### config.mk
export PLATFORM = sky130hd
export DESIGN_NAME = fadd_share_arb
export DESIGN_NICKNAME = d
export VERILOG_FILES = /design/src/rtl/fadd_share_arb.sv
export SDC_FILE = /design/constraint.sdc
export NUM_CORES = 1
export LEC_CHECK = 0
export ABC_AREA = 1
export CAP_MARGIN = 20
export CORE_AREA = 2 2 158 160
export DETAILED_ROUTE_END_ITERATION = 7
export DIE_AREA = 0 0 160 162
export SLEW_MARGIN = 10
export SYNTH_ARGS = -nofsm -noshare
export SYNTH_HDL_FRONTEND = slang
export SYNTH_SLANG_ARGS = --single-unit
### constraint.sdc
create_clock -name clock_i -period 5.9 [get_ports clock_i]
set_input_delay 1.77 -clock clock_i [delete_from_list [all_inputs] [get_ports clock_i]]
set_output_delay 1.77 -clock clock_i [all_outputs]
set_load 0.03 [all_outputs]
### src/rtl/fadd_share_arb.sv
`default_nettype none
// ============================================================================
//  Module   : fadd_share_arb
//  Purpose  : Round-robin arbiter/sequencer sharing one floating-point add
//             datapath + controller among NREQ requesters. Latches the winning
//             operand pair, releases the adder controller from reset, waits for
//             DONE (or a timeout), then returns the sum over valid/ready.
//  Revision : 1.0 - initial release
// ============================================================================
module fadd_share_arb #(
  parameter int NREQ    = 4,   // number of requesters, 2..8
  parameter int WIDTH   = 32,  // operand/result width
  parameter int TIMEOUT = 64   // max WAIT cycles before an error response
) (
  input  logic                    clock_i,
  input  logic                    reset_i,
  // requester side
  input  logic [NREQ-1:0]         req_valid_i,
  input  logic [NREQ*WIDTH-1:0]   req_a_i,
  input  logic [NREQ*WIDTH-1:0]   req_b_i,
  output logic [NREQ-1:0]         req_ready_o,
  output logic [NREQ-1:0]         rsp_valid_o,
  input  logic [NREQ-1:0]         rsp_ready_i,
  output logic [WIDTH-1:0]        rsp_data_o,
  output logic                    rsp_err_o,
  // adder datapath / controller side
  output logic                    fa_rst_o,
  output logic [WIDTH-1:0]        fa_a_o,
  output logic [WIDTH-1:0]        fa_b_o,
  input  logic                    fa_done_i,
  input  logic [WIDTH-1:0]        fa_result_i,
  // status
  output logic                    busy_o
);

  // Pointer/grant width; the extra bit in C_NREQ lets ptr+k be formed without
  // overflow before the single modulo subtraction.
  localparam int              PW         = (NREQ > 1) ? $clog2(NREQ) : 1;
  localparam int              CW         = $clog2(TIMEOUT);
  localparam logic [PW:0]     C_NREQ     = (PW+1)'(NREQ);
  localparam logic [CW-1:0]   C_CNT_LAST = CW'(TIMEOUT - 1);
  localparam logic [NREQ-1:0] C_ONE      = {{(NREQ-1){1'b0}}, 1'b1};

  typedef enum logic [1:0] {
    S_IDLE = 2'd0,
    S_WAIT = 2'd1,
    S_RESP = 2'd2
  } state_t;

  // --------------------------------------------------------------------------
  // Registered state and next-state values
  // --------------------------------------------------------------------------
  state_t            state_q,     state_d;
  logic [PW-1:0]     ptr_q,       ptr_d;
  logic [PW-1:0]     gnt_q,       gnt_d;
  logic [CW-1:0]     cnt_q,       cnt_d;
  logic [WIDTH-1:0]  fa_a_q,      fa_a_d;
  logic [WIDTH-1:0]  fa_b_q,      fa_b_d;
  logic [WIDTH-1:0]  rsp_data_q,  rsp_data_d;
  logic              rsp_err_q,   rsp_err_d;
  logic              fa_rst_q,    fa_rst_d;
  logic              busy_q,      busy_d;
  logic [NREQ-1:0]   rsp_valid_q, rsp_valid_d;

  // --------------------------------------------------------------------------
  // Unpacked view of the requester operand buses
  // --------------------------------------------------------------------------
  logic [WIDTH-1:0]  w_req_a [NREQ];
  logic [WIDTH-1:0]  w_req_b [NREQ];

  genvar gi;
  generate
    for (gi = 0; gi < NREQ; gi++) begin : g_unpack
      assign w_req_a[gi] = req_a_i[gi*WIDTH +: WIDTH];
      assign w_req_b[gi] = req_b_i[gi*WIDTH +: WIDTH];
    end
  endgenerate

  // --------------------------------------------------------------------------
  // Round-robin winner search
  // --------------------------------------------------------------------------
  logic              w_found;
  logic [PW-1:0]     w_win;
  logic [NREQ-1:0]   w_win_onehot;
  logic [PW:0]       w_sum;
  logic [PW-1:0]     w_idx;

  // Scan (ptr+1)..(ptr+NREQ) mod NREQ and keep the first active requester.
  always_comb begin
    w_found = 1'b0;
    w_win   = '0;
    w_sum   = '0;
    w_idx   = '0;
    for (int k = 1; k <= NREQ; k++) begin
      w_sum = {1'b0, ptr_q} + (PW+1)'(k);
      if (w_sum >= C_NREQ) begin
        w_sum = w_sum - C_NREQ;
      end
      w_idx = w_sum[PW-1:0];
      if (!w_found && req_valid_i[w_idx]) begin
        w_found = 1'b1;
        w_win   = w_idx;
      end
    end
  end

  assign w_win_onehot = w_found ? (C_ONE << w_win) : '0;

  // --------------------------------------------------------------------------
  // Sequencer next-state logic
  // --------------------------------------------------------------------------
  // IDLE accepts the winner, WAIT runs the adder under a cycle budget,
  // RESP presents the result until the granted requester takes it.
  always_comb begin
    state_d     = state_q;
    ptr_d       = ptr_q;
    gnt_d       = gnt_q;
    cnt_d       = cnt_q;
    fa_a_d      = fa_a_q;
    fa_b_d      = fa_b_q;
    rsp_data_d  = rsp_data_q;
    rsp_err_d   = rsp_err_q;
    fa_rst_d    = fa_rst_q;
    busy_d      = busy_q;
    rsp_valid_d = rsp_valid_q;

    case (state_q)
      S_IDLE: begin
        // req_ready is asserted to the winner, so a winner means a transfer.
        if (w_found) begin
          fa_a_d   = w_req_a[w_win];
          fa_b_d   = w_req_b[w_win];
          gnt_d    = w_win;
          ptr_d    = w_win;
          cnt_d    = '0;
          fa_rst_d = 1'b0;
          busy_d   = 1'b1;
          state_d  = S_WAIT;
        end
      end

      S_WAIT: begin
        cnt_d = cnt_q + 1'b1;
        // DONE takes priority over a timeout landing on the same cycle.
        if (fa_done_i) begin
          rsp_data_d  = fa_result_i;
          rsp_err_d   = 1'b0;
          fa_rst_d    = 1'b1;
          rsp_valid_d = C_ONE << gnt_q;
          state_d     = S_RESP;
        end else if (cnt_q == C_CNT_LAST) begin
          rsp_data_d  = '0;
          rsp_err_d   = 1'b1;
          fa_rst_d    = 1'b1;
          rsp_valid_d = C_ONE << gnt_q;
          state_d     = S_RESP;
        end
      end

      S_RESP: begin
        // Only the granted requester's ready bit releases the response.
        if (rsp_ready_i[gnt_q]) begin
          rsp_valid_d = '0;
          busy_d      = 1'b0;
          state_d     = S_IDLE;
        end
      end

      default: begin
        rsp_valid_d = '0;
        busy_d      = 1'b0;
        fa_rst_d    = 1'b1;
        state_d     = S_IDLE;
      end
    endcase
  end

  // --------------------------------------------------------------------------
  // State registers with synchronous reset
  // --------------------------------------------------------------------------
  // Reset aborts any operation in flight: no response, adder parked.
  always_ff @(posedge clock_i) begin
    if (reset_i) begin
      state_q     <= S_IDLE;
      ptr_q       <= '0;
      gnt_q       <= '0;
      cnt_q       <= '0;
      fa_a_q      <= '0;
      fa_b_q      <= '0;
      rsp_data_q  <= '0;
      rsp_err_q   <= 1'b0;
      fa_rst_q    <= 1'b1;
      busy_q      <= 1'b0;
      rsp_valid_q <= '0;
    end else begin
      state_q     <= state_d;
      ptr_q       <= ptr_d;
      gnt_q       <= gnt_d;
      cnt_q       <= cnt_d;
      fa_a_q      <= fa_a_d;
      fa_b_q      <= fa_b_d;
      rsp_data_q  <= rsp_data_d;
      rsp_err_q   <= rsp_err_d;
      fa_rst_q    <= fa_rst_d;
      busy_q      <= busy_d;
      rsp_valid_q <= rsp_valid_d;
    end
  end

  // --------------------------------------------------------------------------
  // Outputs; handshake/status outputs are forced inactive while reset is held
  // so they are well defined even before the first reset edge.
  // --------------------------------------------------------------------------
  assign req_ready_o = (state_q == S_IDLE && !reset_i) ? w_win_onehot : '0;
  assign rsp_valid_o = reset_i ? '0 : rsp_valid_q;
  assign rsp_data_o  = rsp_data_q;
  assign rsp_err_o   = rsp_err_q;
  assign fa_rst_o    = fa_rst_q | reset_i;
  assign fa_a_o      = fa_a_q;
  assign fa_b_o      = fa_b_q;
  assign busy_o      = busy_q & ~reset_i;

endmodule
`default_nettype wire

# Word level (Yosys, flattened, before mapping)
# Cells that the tools add are included.
op_classes:
  n_addsub: 9
  magnitude_cmp: 10
  n_eq_ne: 6
  shifts: 2
  muxes: 52
  n_bitwise: 7
  reduce_logical: 18
op_table:
  columns: ["cell", "count"]
  rows:
  - ["$mux 32", 6]
  - ["$bmux 32 s2", 2]
  - ["$mux 2", 12]
  - ["$mux 4", 6]
  - ["$ge 3x3->1 const B", 5]
  - ["$lt 2x3->1 const B", 5]
  - ["$mux 1", 15]
  - ["$pmux 4 s3", 1]
  - ["$pmux 6 s2", 1]
  - ["$reduce_and 3->1", 4]
  - ["$bmux 1 s2", 5]
  - ["$shl 1x2->4 const A", 2]
  - ["$sub 2x1->2 const B", 4]
  - ["$add 2x2->3 const B", 2]
  - ["$add 6x1->6 const B", 1]
  - ["$eq 6x6->1 const B", 1]
  - ["$mux 6", 1]
  - ["$pmux 1 s3", 2]
  - ["$pmux 2 s3", 1]
  - ["$reduce_and 2->1", 3]
  - ["$logic_and 1x1->1", 4]
  - ["$logic_not 1->1", 4]
  - ["$ne 2x2->1 const B", 2]
  - ["$not 1->1", 4]
  - ["10 further kinds", 11]
word_totals:
  reg_bits: 113
  output_inout_bits: 107
  wordCells: 114

# Longest topological paths before layout
# Gate-level depths: netlist of run 1.
logic_depth:
  depth_word: 19
  ltp_mapped: 19

# Worst setup path after synthesis of run 1
# Ideal clock, no wire load.
synth_timing:
  kind: "input port to output port"
  startpoint: "in req_valid_i[0]"
  endpoint: "out req_ready_o[2]"
  arrival_time_ps: 3524
  slack_ps: 606
  stages: 11
  n_path_buf: 2
  path_cell_list: "nand2_1 -> nand2_1 -> nand2_1 -> nand2_2 -> nor2_2 -> nand2_1 -> nor2_1 -> nor2_4 -> buf_4 -> buf_4 -> nor3_1"
synth_between:
  elab_chain_len: 15
  word_cells_on_any_way: 25
synth_lines:
  columns: ["element", "line", "text"]
  rows:
  - ["from (decl)", "18", "input logic [NREQ-1:0] req_valid_i,"]
  - ["$bmux 1 s2", "100", "if (!w_found && req_valid_i[w_idx]) begin"]
  - ["$mux 1 (not written as such)", "100", null]
  - ["$mux 1", "100", null]
  - ["$logic_not 1->1", "100", null]
  - ["$logic_and 1x1->1", "100", null]
  - ["$mux 1", "100", null]
  - ["$logic_not 1->1", "100", null]
  - ["$logic_and 1x1->1", "100", null]
  - ["$mux 1", "100", null]
  - ["$logic_not 1->1", "100", null]
  - ["$logic_and 1x1->1", "100", null]
  - ["$mux 2", "100", null]
  - ["$shl 1x2->4", "107", "assign w_win_onehot = w_found ? (C_ONE << w_win) : '0;"]
  - ["$mux 4 *", "107", null]
  - ["$mux 4 *", "214", "assign req_ready_o = (state_q == S_IDLE && !reset_i) ? w_win_onehot : '0;"]
  - ["to (decl)", "21", "output logic [NREQ-1:0] req_ready_o,"]
# Every way passes the cells marked *; elsewhere a longest branch is shown, timed or not. The select of a mux whose other input is x is not followed.

# Final worst setup path of run 1
layout_timing:
  startpoint: "in req_valid_i[0]"
  endpoint: "out req_ready_o[1]"
# Same word-level chain as after synthesis.

==> impl_metrics.ini, run 1 <==
[layout]
drive_above_1_share_pct = 5.01
fin_util_pct = 48.0
area_delta_synth_final_pct = 68.7
nets = 1807
final_cells = 1843

[global_route]
grtUsageTotal_pct = 21.7
grt.overflow.total = 0
grt_pass1_vias = 8028
antenna_found_initial = 3
grt_pass1_wl_um = 44600
grt_start_max_net_pins = 84

[floorplan]
fp.dieH_um = 162
initial_core_util_pct = 28.4
core_area_um2 = 24100
ios = 406
die_w_um = 160
die_area_um2 = 25900
core.rowCount = 57

[drt]
antenna_left = 0
drtPass1Iterations = 4
wl_um = 29000
via_per_inst = 4.65
drc = 0
drt-initial-drc-count = 512
vias = 8576
wl_per_cell_um = 15.7

[power_and_ir_drop]
p_leak_nw = 5.09
power.density_nw_per_um2 = 562
power_mw = 6.50
ir_worst_vdd_v = 0.000380

[yosys]
ys.warnings.count = 0
yosys.cell_types.count = 30
yosysTopAreaCellShare_pct = 33.0
synth-seq-area-share_pct = 33.0
synth_fa_ha_area_share_pct = 0.912
synthCells = 1146
postSynth.asyncResetShare_pct = 0
synth_compound_area_share_pct = 7.10
synth_edf_count = 0
synth_fp_nets = 1450
synth_top_family_by_area = simple AND/OR/NAND/NOR gates
synth_top_flop_cell = dfxtp_1
synth-xor-area-share_pct = 0
yosys.area.top_type = dfxtp_1
syn_area_um2 = 6860
synth-seq-cells = 113
synth-simple-area-share_pct = 49.6
muxShareOfSynthArea_pct = 0
synth_area_leaders = dfxtp_1 (33%), nand2_1 (23%), nand3_1 (15%)
synth_area_per_cell_um2 = 5.98

[timing]
skew_ns = 0.0146
tns_ns = 0
slew_violations = 0
fmax_mhz = 187
min_period_ns = 5.35
relSlewSlack_pct = 30.6
rsz0062_at_grt = false
finalHoldViolCount = 0
setup_viol_count_final = 0
fin_crit_sh_pct = 90.7
worstMarginPinSlew_ns = 1.04
holdWs_ns = 0.459

[place]
port_buffers = 405
dp_hpwl_um = 20900
place.gp.congestion = 0.869
dpl.cell_count = 1808

[worst_hold_path]
min_from = rsp_data_o[29]$_SDFFE_PP0P_
hold_depth = 2
hold_path_class = register to register
hold_path_end = rsp_data_o[29]$_SDFFE_PP0P_

[cts]
cts_tree = yes
cts_root_buf = clkbuf_16
numCtsBuffers = 17
clk_pin_slew_ns = 0.06
cts_post_setup_buffers_inserted = 0
cts_hold_buf = 0
insertion_delay_ns = 0.42
cts.sinks = 113
clk_path_buf_depth = 2
h-tree-depth = 4
cts_resized = 0

[worst_setup_path]
path_class = input port to output port
required_ns = 4.13
reg2reg_depth = 17
arrival_ns = 3.58
cp-start-kind = input port
rr_startpoint = gnt_q[0]$_SDFFE_PP0P_
path_max_fanout = 5
r2r_end = fa_a_o[11]$_SDFFE_PP0P_
r2r_setup_slack_ns = 2.16
endpoint_kind = output port

[status]
status = finished, final reports clean

[flow_run]
max-cap-violations = 0
## worst max-delay path by stage
stage / slack (ns) / to / start / cells after the start
floorplan: 0.61 / req_ready_o[2] / req_valid_i[0] / 11
global placement: 0.59 / req_ready_o[0] / req_valid_i[0] / 14
detailed placement: 0.56 / req_ready_o[1] / req_valid_i[0] / 14
CTS: 0.55 / req_ready_o[1] / req_valid_i[0] / 14
global route: 0.33 / req_ready_o[1] / req_valid_i[0] / 14
finish: 0.55 / req_ready_o[1] / req_valid_i[0] / 14
## metal layers
layer	routed length [µm]	GRT usage [%]
met1	11800	25.0
met3	2300	6.77
met5	0	0
met4	405	5.81
met2	14400	39.0
## cells in the final DEF (no fill, tap or decap), types with 2 or more instances in the layout
| cell type | instances |
|---|---|
| dfxtp_1 | 113 |
| inv_8 | 4 |
| nand2_1 | 414 |
| nor3_1 | 5 |
| clkinvlp_4 | 2 |
| nor2_4 | 4 |
| a21oi_1 | 46 |
| buf_4 | 17 |
| ha_1 | 5 |
| clkdlybuf4s50_1 | 400 |
| nor2_2 | 3 |
| nor2_1 | 146 |
| clkbuf_16 | 17 |
| o21ai_0 | 39 |
| inv_2 | 2 |
| inv_4 | 2 |
| diode_2 | 3 |
| nand2_4 | 3 |
| nand2_2 | 6 |
| o31ai_1 | 5 |
| inv_1 | 52 |
| inv_6 | 7 |
| nand3_1 | 212 |
## where the power goes
group          total (mW)  switching, mW  internal (mW)
sequential           1.10          0.117          0.985
clock                1.03          0.433          0.600
combinational        4.36           2.90           1.46
total                6.50           3.45           3.05
## sequential cells by signal (all words and copies together) (netlist names)
signal       count
cnt_q            6
gnt_q            2
rsp_err_o        1
fa_a_o          32
fa_b_o          32
busy_q           1
state_q          2
fa_rst_q         1
rsp_valid_q      4
rsp_data_o      32
## synthesized netlist by cell type (2+ instances only)
cell        n
buf_2      33
nand2_2     7
nand3_1   212
nor3_1      5
ha_1        5
o21ai_0    39
dfxtp_1   113
clkbuf_1   29
nor2_1    147
buf_4      12
nand2_4     2
o31ai_1     5
nor2_2      2
nor2_4      4
a21oi_1    46
inv_1      52
inv_2       3
nand2_1   414
buf_6       5
## stage by stage
step	worst slack, ns	area (µm²)
after floorplan	0.606	6860
final	0.547	11600
after detailed placement	0.562	11000
after global placement	0.586	11000
after global routing	0.327	11600
after CTS	0.552	11600
## layout make-up
type	count	area, µm²
well taps	324	405
repair buffers	418	4140
diodes	3	7.51
multi-input cells	897	3960
inverters	56	215
flip-flops and latches	113	2260
fillers	2553	12500
clock inverters	15	160
clock buffers	17	425
## cell families (layout without fill, tap and decap cells)
logic type	count (synthesis)	count (layout)
buf+inv	136	506
fa+ha+maj	5	5
flops	113	113
other cells	0	3
compound gates	92	92
simple gates	800	800
## worst max-delay path, cell delays in order
cell,delay (ns)
clkdlybuf4s50_1,0.50
nand2_1,0.08
nand2_1,0.11
nand2_1,0.08
nand2_2,0.14
nor2_2,0.06
nand2_1,0.07
nor2_1,0.06
inv_1,0.05
nand2_1,0.09
inv_4,0.07
nand2_1,0.11
nor3_1,0.18
buf_4,0.19
No activity file was read; power rests on OpenSTA's default activity.
==> run 2: changes to the inputs <==
Settings changed: SKIP_LAST_GASP from default to 1.
==> results of run 2 <==
Same layout as run 1: the final DEF is identical, and so are final timing and power.
